`config.mk`:
```
export PLATFORM = sky130hd
export DESIGN_NAME = fc_layer_engine_flat
export DESIGN_NICKNAME = d
export VERILOG_FILES = /design/src/rtl/fc_layer_engine_if.sv /design/src/rtl/fc_layer_engine.sv /design/src/flat_wrapper.sv
export SDC_FILE = /design/constraint.sdc
export NUM_CORES = 1
export LEC_CHECK = 0
export BUFFER_PORTS_ARGS = -buffer_cell sky130_fd_sc_hd__buf_2
export CORE_ASPECT_RATIO = 1.1
export CORE_MARGIN = 5
export CORE_UTILIZATION = 35
export DETAILED_ROUTE_END_ITERATION = 7
export GPL_TIMING_DRIVEN = 0
export PLACE_DENSITY = 0.55
export SLEW_MARGIN = 40
export SYNTH_ARGS = -nofsm -noshare
export SYNTH_HDL_FRONTEND = slang
export SYNTH_SLANG_ARGS = --single-unit
```
`constraint.sdc`:
```
create_clock -name clk -period 7.9 [get_ports clk]
set_input_delay 0.395 -clock clk [delete_from_list [all_inputs] [get_ports clk]]
set_output_delay 0.395 -clock clk [all_outputs]
set_load 0.01 [all_outputs]
```
`src/rtl/fc_layer_engine_if.sv`:
```
// Bus bundle for fc_layer_engine: pass control, activation/weight read ports,
// output-buffer write port and an FSM state tap.
interface fc_layer_engine_if;
   // Control handshake: start is taken on a rising edge only while busy=0;
   // busy stays high for the whole pass and done pulses for one cycle after the
   // last out_we. There is no back-pressure anywhere on this bus.
   logic        start;
   logic [10:0] n_in;
   logic [7:0]  n_out;
   logic [3:0]  shift;
   logic        relu_en;
   logic [10:0] in_addr;
   logic [7:0]  in_rdata;
   logic [17:0] w_addr;
   logic [7:0]  w_rdata;
   logic        out_we;
   logic [7:0]  out_addr;
   logic [7:0]  out_wdata;
   logic        busy;
   logic        done;
   logic [1:0]  dbg_state;

   modport master (
      input  start, n_in, n_out, shift, relu_en, in_rdata, w_rdata,
      output in_addr, w_addr, out_we, out_addr, out_wdata, busy, done, dbg_state
   );

   modport slave (
      output start, n_in, n_out, shift, relu_en, in_rdata, w_rdata,
      input  in_addr, w_addr, out_we, out_addr, out_wdata, busy, done, dbg_state
   );
endinterface

```
`src/rtl/fc_layer_engine.sv`:
```
// Fully connected layer engine: streams one activation vector against a row-major
// weight matrix, accumulates int8 dot products and writes requantised int8 results.
module fc_layer_engine #(
   parameter int IN_MAX  = 1152,
   parameter int OUT_MAX = 200,
   parameter int ACC_W   = 32
) (
   input  logic            clk,
   input  logic            reset,
   fc_layer_engine_if.master bus
);

   typedef enum logic [1:0] {
      IDLE  = 2'd0,
      RUN   = 2'd1,
      DRAIN = 2'd2,
      WRITE = 2'd3
   } state_t;

   state_t state, state_nxt;

   logic [10:0]             n_in_q;
   logic [7:0]              n_out_q;
   logic [3:0]              shift_q;
   logic                    relu_q;
   logic [10:0]             in_addr_q;
   logic [17:0]             w_addr_q;
   logic [7:0]              o_q;
   logic signed [ACC_W-1:0] acc;
   logic                    mac_v;
   logic                    done_q;

   logic [10:0]             n_in_clamp;
   logic [7:0]              n_out_clamp;
   logic                    degenerate;
   logic                    last_i;
   logic                    last_o;
   logic signed [15:0]      prod;
   logic signed [ACC_W-1:0] shifted;
   logic signed [ACC_W-1:0] rectified;
   logic [7:0]              q_data;

   always_comb begin
      n_in_clamp  = (bus.n_in > 11'(IN_MAX)) ? 11'(IN_MAX) : bus.n_in;
      n_out_clamp = (bus.n_out > 8'(OUT_MAX)) ? 8'(OUT_MAX) : bus.n_out;
      degenerate  = (n_in_clamp == 11'd0) || (n_out_clamp == 8'd0);
      last_i      = (in_addr_q == n_in_q - 11'd1);
      last_o      = (o_q == n_out_q - 8'd1);
      prod        = $signed(bus.in_rdata) * $signed(bus.w_rdata);
   end

   // Requantise: floor shift, optional ReLU, then saturate to int8.
   always_comb begin
      shifted   = acc >>> shift_q;
      rectified = shifted;
      if (relu_q && (shifted < 0)) begin
         rectified = '0;
      end
      if (rectified > 127) begin
         q_data = 8'h7f;
      end else if (rectified < -128) begin
         q_data = 8'h80;
      end else begin
         q_data = rectified[7:0];
      end
   end

   always_comb begin
      state_nxt = state;
      case (state)
         IDLE:    if (bus.start) state_nxt = degenerate ? IDLE : RUN;
         RUN:     if (last_i) state_nxt = DRAIN;
         DRAIN:   state_nxt = WRITE;
         WRITE:   state_nxt = last_o ? IDLE : RUN;
         default: state_nxt = IDLE;
      endcase
   end

   always_ff @(posedge clk or negedge reset) begin
      if (!reset) begin
         state <= IDLE;
      end else begin
         state <= state_nxt;
      end
   end

   always_ff @(posedge clk or negedge reset) begin
      if (!reset) begin
         n_in_q    <= '0;
         n_out_q   <= '0;
         shift_q   <= '0;
         relu_q    <= 1'b0;
         in_addr_q <= '0;
         w_addr_q  <= '0;
         o_q       <= '0;
         acc       <= '0;
         mac_v     <= 1'b0;
         done_q    <= 1'b0;
      end else begin
         // Read data for a RUN-cycle address arrives one cycle later.
         mac_v  <= (state == RUN);
         done_q <= 1'b0;
         if (mac_v) begin
            acc <= acc + ACC_W'(prod);
         end
         case (state)
            IDLE: begin
               if (bus.start) begin
                  n_in_q  <= n_in_clamp;
                  n_out_q <= n_out_clamp;
                  shift_q <= bus.shift;
                  relu_q  <= bus.relu_en;
                  acc     <= '0;
                  if (degenerate) begin
                     done_q <= 1'b1;
                  end else begin
                     in_addr_q <= '0;
                     w_addr_q  <= '0;
                     o_q       <= '0;
                  end
               end
            end
            RUN: begin
               if (!last_i) begin
                  in_addr_q <= in_addr_q + 11'd1;
                  w_addr_q  <= w_addr_q + 18'd1;
               end
            end
            WRITE: begin
               acc <= '0;
               if (last_o) begin
                  done_q <= 1'b1;
               end else begin
                  o_q       <= o_q + 8'd1;
                  in_addr_q <= '0;
                  // Row-major layout: the next row starts right after this one.
                  w_addr_q  <= w_addr_q + 18'd1;
               end
            end
            default: ;
         endcase
      end
   end

   assign bus.in_addr   = in_addr_q;
   assign bus.w_addr    = w_addr_q;
   assign bus.out_we    = (state == WRITE);
   assign bus.out_addr  = (state == WRITE) ? o_q : 8'd0;
   assign bus.out_wdata = (state == WRITE) ? q_data : 8'd0;
   assign bus.busy      = (state != IDLE);
   assign bus.done      = done_q;
   assign bus.dbg_state = state;

endmodule

```
`src/flat_wrapper.sv`:
```
// flat-port wrapper written by rule: the top's interface ports become plain ports
module fc_layer_engine_flat 
#(
   parameter int IN_MAX  = 1152,
   parameter int OUT_MAX = 200,
   parameter int ACC_W   = 32
)
  (clk, reset, bus_start, bus_n_in, bus_n_out, bus_shift, bus_relu_en, bus_in_rdata, bus_w_rdata, bus_in_addr, bus_w_addr, bus_out_we, bus_out_addr, bus_out_wdata, bus_busy, bus_done, bus_dbg_state);
  fc_layer_engine_if bus_i ();
  input  logic clk;
  input  logic reset;
  input wire logic [$bits(bus_i.start)-1:0] bus_start;
  input wire logic [$bits(bus_i.n_in)-1:0] bus_n_in;
  input wire logic [$bits(bus_i.n_out)-1:0] bus_n_out;
  input wire logic [$bits(bus_i.shift)-1:0] bus_shift;
  input wire logic [$bits(bus_i.relu_en)-1:0] bus_relu_en;
  input wire logic [$bits(bus_i.in_rdata)-1:0] bus_in_rdata;
  input wire logic [$bits(bus_i.w_rdata)-1:0] bus_w_rdata;
  output wire logic [$bits(bus_i.in_addr)-1:0] bus_in_addr;
  output wire logic [$bits(bus_i.w_addr)-1:0] bus_w_addr;
  output wire logic [$bits(bus_i.out_we)-1:0] bus_out_we;
  output wire logic [$bits(bus_i.out_addr)-1:0] bus_out_addr;
  output wire logic [$bits(bus_i.out_wdata)-1:0] bus_out_wdata;
  output wire logic [$bits(bus_i.busy)-1:0] bus_busy;
  output wire logic [$bits(bus_i.done)-1:0] bus_done;
  output wire logic [$bits(bus_i.dbg_state)-1:0] bus_dbg_state;
  assign bus_i.start = bus_start;
  assign bus_i.n_in = bus_n_in;
  assign bus_i.n_out = bus_n_out;
  assign bus_i.shift = bus_shift;
  assign bus_i.relu_en = bus_relu_en;
  assign bus_i.in_rdata = bus_in_rdata;
  assign bus_i.w_rdata = bus_w_rdata;
  assign bus_in_addr = bus_i.in_addr;
  assign bus_w_addr = bus_i.w_addr;
  assign bus_out_we = bus_i.out_we;
  assign bus_out_addr = bus_i.out_addr;
  assign bus_out_wdata = bus_i.out_wdata;
  assign bus_busy = bus_i.busy;
  assign bus_done = bus_i.done;
  assign bus_dbg_state = bus_i.dbg_state;
  fc_layer_engine #(.IN_MAX(IN_MAX), .OUT_MAX(OUT_MAX), .ACC_W(ACC_W)) u_core (.clk(clk), .reset(reset), .bus(bus_i));
endmodule
```
; Word-level counts from Yosys, hierarchy flattened
; Cells that the tools add are included.
[word_totals]
regBits = 97
latch_bits = 0
mem_bits_rw = 0
romBits = 0
in_bits = 43
output_inout_bits = 50
wordCells = 79
mem_count = 0
[op_classes]
n_addsub = 6
mul = 1
div = 0
order_cmp = 5
n_eq_ne = 10
shift = 1
n_mux = 33
bitwise_logic = 0
n_reduce_logical = 12
[ops]
columns = op, count
row1 = $mux 32, 3
row2 = $mux 18, 4
row3 = $mux 8, 8
row4 = $pmux 32 s2, 1
row5 = $mux 11, 5
row6 = $pmux 18 s3, 1
row7 = $pmux 11 s3, 1
row8 = $add 32x16->32, 1
row9 = $gt 32x8->1 const B, 1
row10 = $lt 32x1->1 const B, 1
row11 = $lt 32x8->1 const B, 1
row12 = $sshr 32x4->32, 1
row13 = $add 18x1->18 const B, 1
row14 = $mul 8x8->16, 1
row15 = $pmux 8 s2, 1
row16 = $add 11x1->11 const B, 1
row17 = $eq 11x11->1, 1
row18 = $gt 11x11->1 const B, 1
row19 = $logic_not 11->1, 1
row20 = $sub 11x1->11 const B, 1
row21 = $add 8x1->8 const B, 1
row22 = $eq 8x8->1, 1
row23 = $gt 8x8->1 const B, 1
row24 = $logic_not 8->1, 1
row25 = 17 further kinds, 28

; Logic depth before layout (Yosys ltp)
; Gate-level depths: netlist (run 1).
[depth]
depth_word = 8
ltp_mapped = 20
ltp_nobuf = 19

; Least setup slack after synthesis (run 1)
; Ideal clock, no wire load.
[synth_path]
path_kind = input port to flip-flop
start = input bus_w_rdata[1]
end = register u_core.acc[28]
setup_ps = 139
arrival_time_ps = 6126
required_ps = 7761
path_slack_ps = 1634
path_stages = 18
path_buffers = 1
path_cell_list = clkbuf_1 > and2_1 > fa_1 > inv_1 > fa_1 > inv_1 > fa_1 > fa_1 > ha_1 > ha_1 > a2111oi_0 > o21ai_0 > a32oi_1 > o21ai_0 > a311oi_1 > o21ai_0 > xnor2_1 > a21oi_1
[synth_between]
elab_chain_cells = 5
[synth_rtl]
columns = item, line_no
row1 = "start, declared", flat_wrapper.sv:18  ; input wire logic [$bits(bus_i.w_rdata)-1:0] bus_w_rdata;
row2 = $mul 8x8->16 (*), fc_layer_engine.sv:49  ; prod = $signed(bus.in_rdata) * $signed(bus.w_rdata);
row3 = $add 32x16->32 (*), fc_layer_engine.sv:104  ; acc <= acc + ACC_W'(prod);
row4 = $mux 32 (*), fc_layer_engine.sv:103  ; if (mac_v) begin
row5 = $mux 32, fc_layer_engine.sv:108  ; if (bus.start) begin
row6 = $pmux 32 s2 (*), fc_layer_engine.sv:106  ; case (state)
row7 = "end signal, assigned", fc_layer_engine.sv:104
row8 = "end, declared", fc_layer_engine.sv:29  ; logic signed [ACC_W-1:0] acc;
; Every way passes the cells marked *; elsewhere a longest branch is shown, timed or not.
; A chain may end at the register's enable or synchronous reset.

; Worst setup path in the final report (run 1)
[layout_path]
start = input bus_w_rdata[0]
end = register u_core.acc[30]
; The elaborated chain is that of the path after synthesis.

==> run metrics, run 1 <==
hold path depth 2; worst r2r dst u_core.acc[30]$_DFF_PN0_; Worst Hold End u_core.n_in_q[6]$_DFFE_PN0P_; clk_lat worst skew 0.36 ns; simple-gate share of the synthesized area 0.172; Final Hold Viols 0; PostCTS Resize Cnt 0; grt total ovfl 0; I/O pins 93; post-route minimum period 6.38 ns; H-tree levels 3; RSZ-0062 raised after global routing no; chip width 188 um; RePlAce Congestion 0.930; r2r startpoint u_core.acc[4]$_DFF_PN0_; Final Max Slew Viols 0; share of cells above drive strength 1 0.139; FF+latch count, synth 97; Rows 71; worst-margin pin slew 0.757 ns; Adder-Cell Fraction of Synth Area 0.303; syn avg cell area 9.59 um^2; Mapped Cells 1275; r2r setup slk 1.92 ns; MaxCap Viol Count 0; Num CTS Buffers 9; Multi-input gate area 0.00911 mm^2; Final HPWL DP 25.9 mm; CP Data Arrival Time 6.60 ns; Post-Syn Area 0.0122 mm^2; Post-Synth XOR/XNOR Area 0.0415; syn_nets 1533; relative slew slack 0.495; vias 9883; Crit path largest cell delay 0.68 ns; smallest hold slack 0.266 ns; min-delay src bus_n_in[6]; GRT Total Usage 0.169; setup_tns 0 ns; routed wire length 31.7 mm; number of synthesized flops with an enable pin 0; Reg clk slew, reported paths 0.07 ns; CP cell instances buf_2 > and2_2 > inv_1 > fa_1 > inv_1 > fa_1 > fa_1 > fa_1 > fa_1 > ha_1 > a211oi_1 > o21ai_0 > a32oi_1 > o21ai_0 > a311oi_1 > o21ai_0 > xnor2_1 > a21oi_1; post-synth top area share 0.223; Port-buffer cells 91; synth unique cells 79; yosys warns 0; Sink Count 97; largest net degree at the start of global routing 66; Min-Delay Path Class input pin to register; CORE AREA 0.0344 mm^2; Clock Tree Root clkbuf_16; post-synthesis mux area share 0.104; Final ANT Viol Nets 0; FILL cells 3500; register area share after synthesis 0.199; CP startpoint kind input pin; register area 0.00243 mm^2; 1st-pass router iterations 7; largest family of logic cells by synthesized area adder cells; Antenna diodes 0; most common cell after layout, fill and taps aside fa_1; first-pass GRT wire length 53.8 mm; cell mode on critical path fa_1; Worst Setup End Kind register; Nets 1637; period utilisation layout 0.808; initial antenna violation count 3; drt drc 0; Req. time, crit path 8.12 ns; Die Y 206 um; Clock Skew 0.0123 ns; CTS tree done; WL/cell 17.4 um; Synth Area in Compound Gates 0.124; Async S/R FF share, synth 1.00; vias per inst 5.42; die area 0.0388 mm^2; slowest stage cell, crit path and2_2; WS Path Type input pin to register; largest area contributor in the netlist fa_1; most frequent cells in the layout fa_1, inv_1, dfrtp_1; Starting Density 0.356; Area Growth Syn to Fin 11.2%; Worst Reg-to-Reg Cells 19; outcome complete, no violations; final setup fails 0; crit path max fanout 25; clk buf depth 2; top_reg_cell synth dfrtp_1; number of DRC markers in iteration 0 573; fmax 0.157 GHz; synth top area cells fa_1, dfrtp_1, ha_1, mux4_2, inv_1; number of global-route vias before repair 10.1k
timing repair:
item	4_1_cts	5_1_grt
endpoints found under the hold margin	32	0
setup endpoints to repair	0	0
hold buffers	1	0
buffers inserted	0	0
cells by family (layout without fill, tap and decap cells):
family | count (synthesis) | count (layout)
and+or+nand+nor | 406 | 406
AOI/OAI and AO/OA | 230 | 230
DFF | 97 | 97
xor gates and xnor gates | 58 | 58
adders and majority gates | 215 | 215
muxes | 95 | 95
buffers and inverters | 174 | 283
cells in the mapped netlist (5+ instances only):
library cell and number:
fa_1 136, inv_1 118, dfrtp_1 97, nand2_1 94
nor2_1 85, ha_1 79, a21oi_1 60, o21ai_0 59
xnor2_1 49, and2_1 47, mux2i_1 44, nor3_1 37
clkbuf_1 32, mux2_2 28, nand3_1 28, mux4_2 22
nand2b_1 21, nor4_1 17, nand4_1 15, a22o_1 13
a211oi_1 11, a21o_1 11, a31oi_1 10, buf_1 10
or3_1 10, and3_1 9, o211ai_1 9, xor2_1 9
nor2b_1 6, o311ai_1 6, buf_2 5, nand3b_1 5
nor3b_1 5, or2_2 5
critical path: cells and delay by family:
family | cells | cell delay (ns)
compound gates | 7 | 2.18
xor+xnor | 1 | 0.19
fa+ha+maj | 6 | 2.78
buf+inv | 3 | 0.38
simple gates | 1 | 0.68
flip-flops by register name (all words and copies together) (netlist names):
name / count
u_core.acc: 32
u_core.bus.w_addr: 18
u_core.bus.in_addr: 11
u_core.n_in_q: 11
u_core.n_out_q: 8
u_core.o_q: 8
u_core.shift_q: 4
u_core.bus.dbg_state: 2
u_core.bus.done: 1
u_core.mac_v: 1
u_core.relu_q: 1
worst max-delay path by stage:
stage / startpoint / slack [ns] / end / cells past startpoint
detailed placement: bus_w_rdata[2] / 1.11 / u_core.acc[30]$_DFF_PN0_ / 19
CTS: bus_w_rdata[2] / 1.48 / u_core.acc[30]$_DFF_PN0_ / 18
global route: bus_w_rdata[2] / 0.81 / u_core.acc[30]$_DFF_PN0_ / 19
floorplan: bus_w_rdata[1] / 1.63 / u_core.acc[28]$_DFF_PN0_ / 18
global placement: bus_w_rdata[1] / 0.48 / u_core.acc[28]$_DFF_PN0_ / 18
finish: bus_w_rdata[0] / 1.52 / u_core.acc[30]$_DFF_PN0_ / 18
layout make-up:
class / instances / share of cell area
Tap cell: 438 / 0.0403
Clock inverter: 6 / 0.00534
Clock buffer: 10 / 0.0176
Sequential cell: 97 / 0.179
Timing Repair Buffer: 93 / 0.0370
Buffer: 54 / 0.0181
Inverter: 120 / 0.0331
Multi-Input combinational cell: 1004 / 0.670
metal layers:
layer / wire length, um / GRT usage / share of wire
met1: 13900 / 0.220 / 0.44
met2: 16300 / 0.305 / 0.51
met3: 1230 / 0.0265 / 0.039
met4: 248 / 0.0220 / 0.0078
met5: 28 / 0 / 0.00088
stage by stage:
step	setup slack (ns)	instance area (um^2)	util	instances
6_report	1.52	13600	0.395	1822
5_1_grt	0.809	13600	0.395	1822
4_1_cts	1.48	13600	0.395	1822
3_5_place_dp	1.11	13300	0.386	1805
3_3_place_gp	0.482	13200	0.385	1804
2_1_floorplan	1.63	12200	-	1275
Power of run 1 is left out: the tool's default activity adds up to more than one toggle a clock period on the data nets, which glitch-free logic cannot reach.
==> inputs of run 2 (changes only) <==
==> constraint.sdc (replaced) <==
create_clock -name clk -period 6.4 [get_ports clk]
set_input_delay 0.32 -clock clk [delete_from_list [all_inputs] [get_ports clk]]
set_output_delay 0.32 -clock clk [all_outputs]
set_load 0.01 [all_outputs]
==> run metrics, run 2 (synthesis results as in run 1) <==
1st-pass router iterations 5 (was 7); vias per inst 5.44 (was 5.42); Clock Tree Root clkbuf_16 (unchanged); Nets 1642 (was 1637); GRT Total Usage 0.169 (unchanged); vias 9941 (was 9883); Non-Filler Instances 1827 (was 1822); clk_lat worst skew 0.36 ns (about the same); Area Growth Syn to Fin 11.7% (was 11.2%); FILL cells 3491 (was 3500); most common cell after layout, fill and taps aside fa_1 (unchanged); CP Data Arrival Time 6.01 ns (was 6.60 ns); number of DRC markers in iteration 0 539 (was 573); number of global-route vias before repair 10.1k (unchanged); routed wire length 32.1 mm (was 31.7 mm); share of cells above drive strength 1 0.145 (was 0.139); Sink Count 97 (unchanged); first-pass GRT wire length 53.8 mm (unchanged); Starting Density 0.356 (unchanged); I/O pins 93 (unchanged); Clock Skew 0.0131 ns (was 0.0123 ns); MaxCap Viol Count 0 (unchanged); RePlAce Congestion 0.930 (unchanged); grt total ovfl 0 (unchanged); drt drc 0 (unchanged); max FFs per register 32 (unchanged); Die Y 206 um (unchanged); Rows 71 (unchanged); Reg clk slew, reported paths 0.07 ns (about the same); CP startpoint kind register (was input pin); Final Hold Viols 0 (unchanged); largest net degree at the start of global routing 66 (unchanged); Port-buffer cells 91 (unchanged); fmax 0.172 GHz; Req. time, crit path 6.61 ns (was 8.12 ns); CTS tree done (unchanged); Num CTS Buffers 9 (unchanged); H-tree levels 3 (unchanged); CORE AREA 0.0344 mm^2 (unchanged); Final HPWL DP 25.9 mm (unchanged); setup_tns 0 ns (unchanged); most frequent cells in the layout fa_1, inv_1, dfrtp_1 (unchanged); final setup fails 0 (unchanged); Final ANT Viol Nets 0 (unchanged); WL/cell 17.6 um (was 17.4 um); post-route minimum period 5.80 ns; period utilisation layout 0.906; Most flops, register u_core.acc (unchanged); crit path max fanout 5 (was 25); Min-Delay Path Class input pin to register (unchanged); initial antenna violation count 5 (was 3); Antenna diodes 0 (unchanged); die area 0.0388 mm^2 (unchanged); placed insts 1805 (unchanged); clk buf depth 2 (unchanged); chip width 188 um (unchanged); WS Path Type register to register (was input pin to register); RSZ-0062 raised after global routing no (unchanged); Final Max Slew Viols 0 (unchanged); worst-margin pin slew 0.740 ns (was 0.757 ns); outcome complete, no violations (unchanged); Worst Setup End Kind register (unchanged); relative slew slack 0.507 (was 0.495)
run 2: critical path, cell delays in order, from the launching register on:
cell	delay, ns
dfrtp_1	0.45
inv_1	0.10
fa_1	0.54
inv_1	0.05
fa_1	0.45
ha_1	0.29
inv_1	0.05
fa_1	0.53
inv_1	0.04
ha_1	0.28
ha_1	0.24
fa_1	0.44
a211oi_1	0.41
o21ai_0	0.27
a32oi_2	0.34
o21ai_0	0.26
a311oi_2	0.45
o21ai_0	0.18
xnor2_1	0.18
a21oi_1	0.09
run 2: final timing paths:
check / slack (ns) / depth (start not counted) / endpoint / startpoint
max in group asynchronous: 5.38 / 3 / u_core.bus.w_addr[14]$_DFFE_PN0P_ / reset
worst min-delay path: 0.19 / 2 / u_core.n_in_q[6]$_DFFE_PN0P_ / bus_n_in[6]
worst max register to register: 0.60 / 19 / u_core.acc[30]$_DFF_PN0_ / u_core.acc[4]$_DFF_PN0_
worst max-delay path: 0.60 / 19 / u_core.acc[30]$_DFF_PN0_ / u_core.acc[4]$_DFF_PN0_
worst min register to register: 0.54 / 1 / u_core.n_out_q[7]$_DFFE_PN0P_ / u_core.n_out_q[7]$_DFFE_PN0P_
min in group asynchronous: 0.41 / 2 / u_core.o_q[4]$_DFFE_PN0P_ / reset
run 2: routing by layer:
layer	part of all wire	track usage	up-vias
met2	0.51	0.305	199
met5	0.00087	0	-
met4	0.0086	0.0220	6
met1	0.44	0.220	5026
li1	-	-	4682
met3	0.039	0.0265	28
run 2: per-stage QoR:
stage	area, um^2	setup WS [ns]	hold WS, ns	utilization
3_5_place_dp	13300	-0.318	0.198	0.386
2_1_floorplan	12200	0.209	0.0244	-
5_1_grt	13700	0.102	0.182	0.397
3_3_place_gp	13200	-0.943	0.516	0.385
4_1_cts	13600	0.0514	0.180	0.395
6_report	13700	0.601	0.192	0.397
run 2: layout make-up:
cell class                 count  area, um^2  area share
multi-input combinational   1006        9140       0.670
sequential                    97        2430       0.178
tap                          438         548      0.0401
timing repair buffer          96         526      0.0385
inverter                     120         450      0.0330
buffer                        54         248      0.0181
clock buffer                  10         239      0.0175
clock inverter                 6        72.6     0.00532
run 2: what timing repair did:
action                                  in CTS  in global routing
gates resized for setup                      0                  6
buffers inserted                             0                  3
endpoints found under the setup margin       0                  4
hold buffers                                 1                  0
endpoints found under the hold margin       32                  0
Power of run 2 is left out for the same reason.
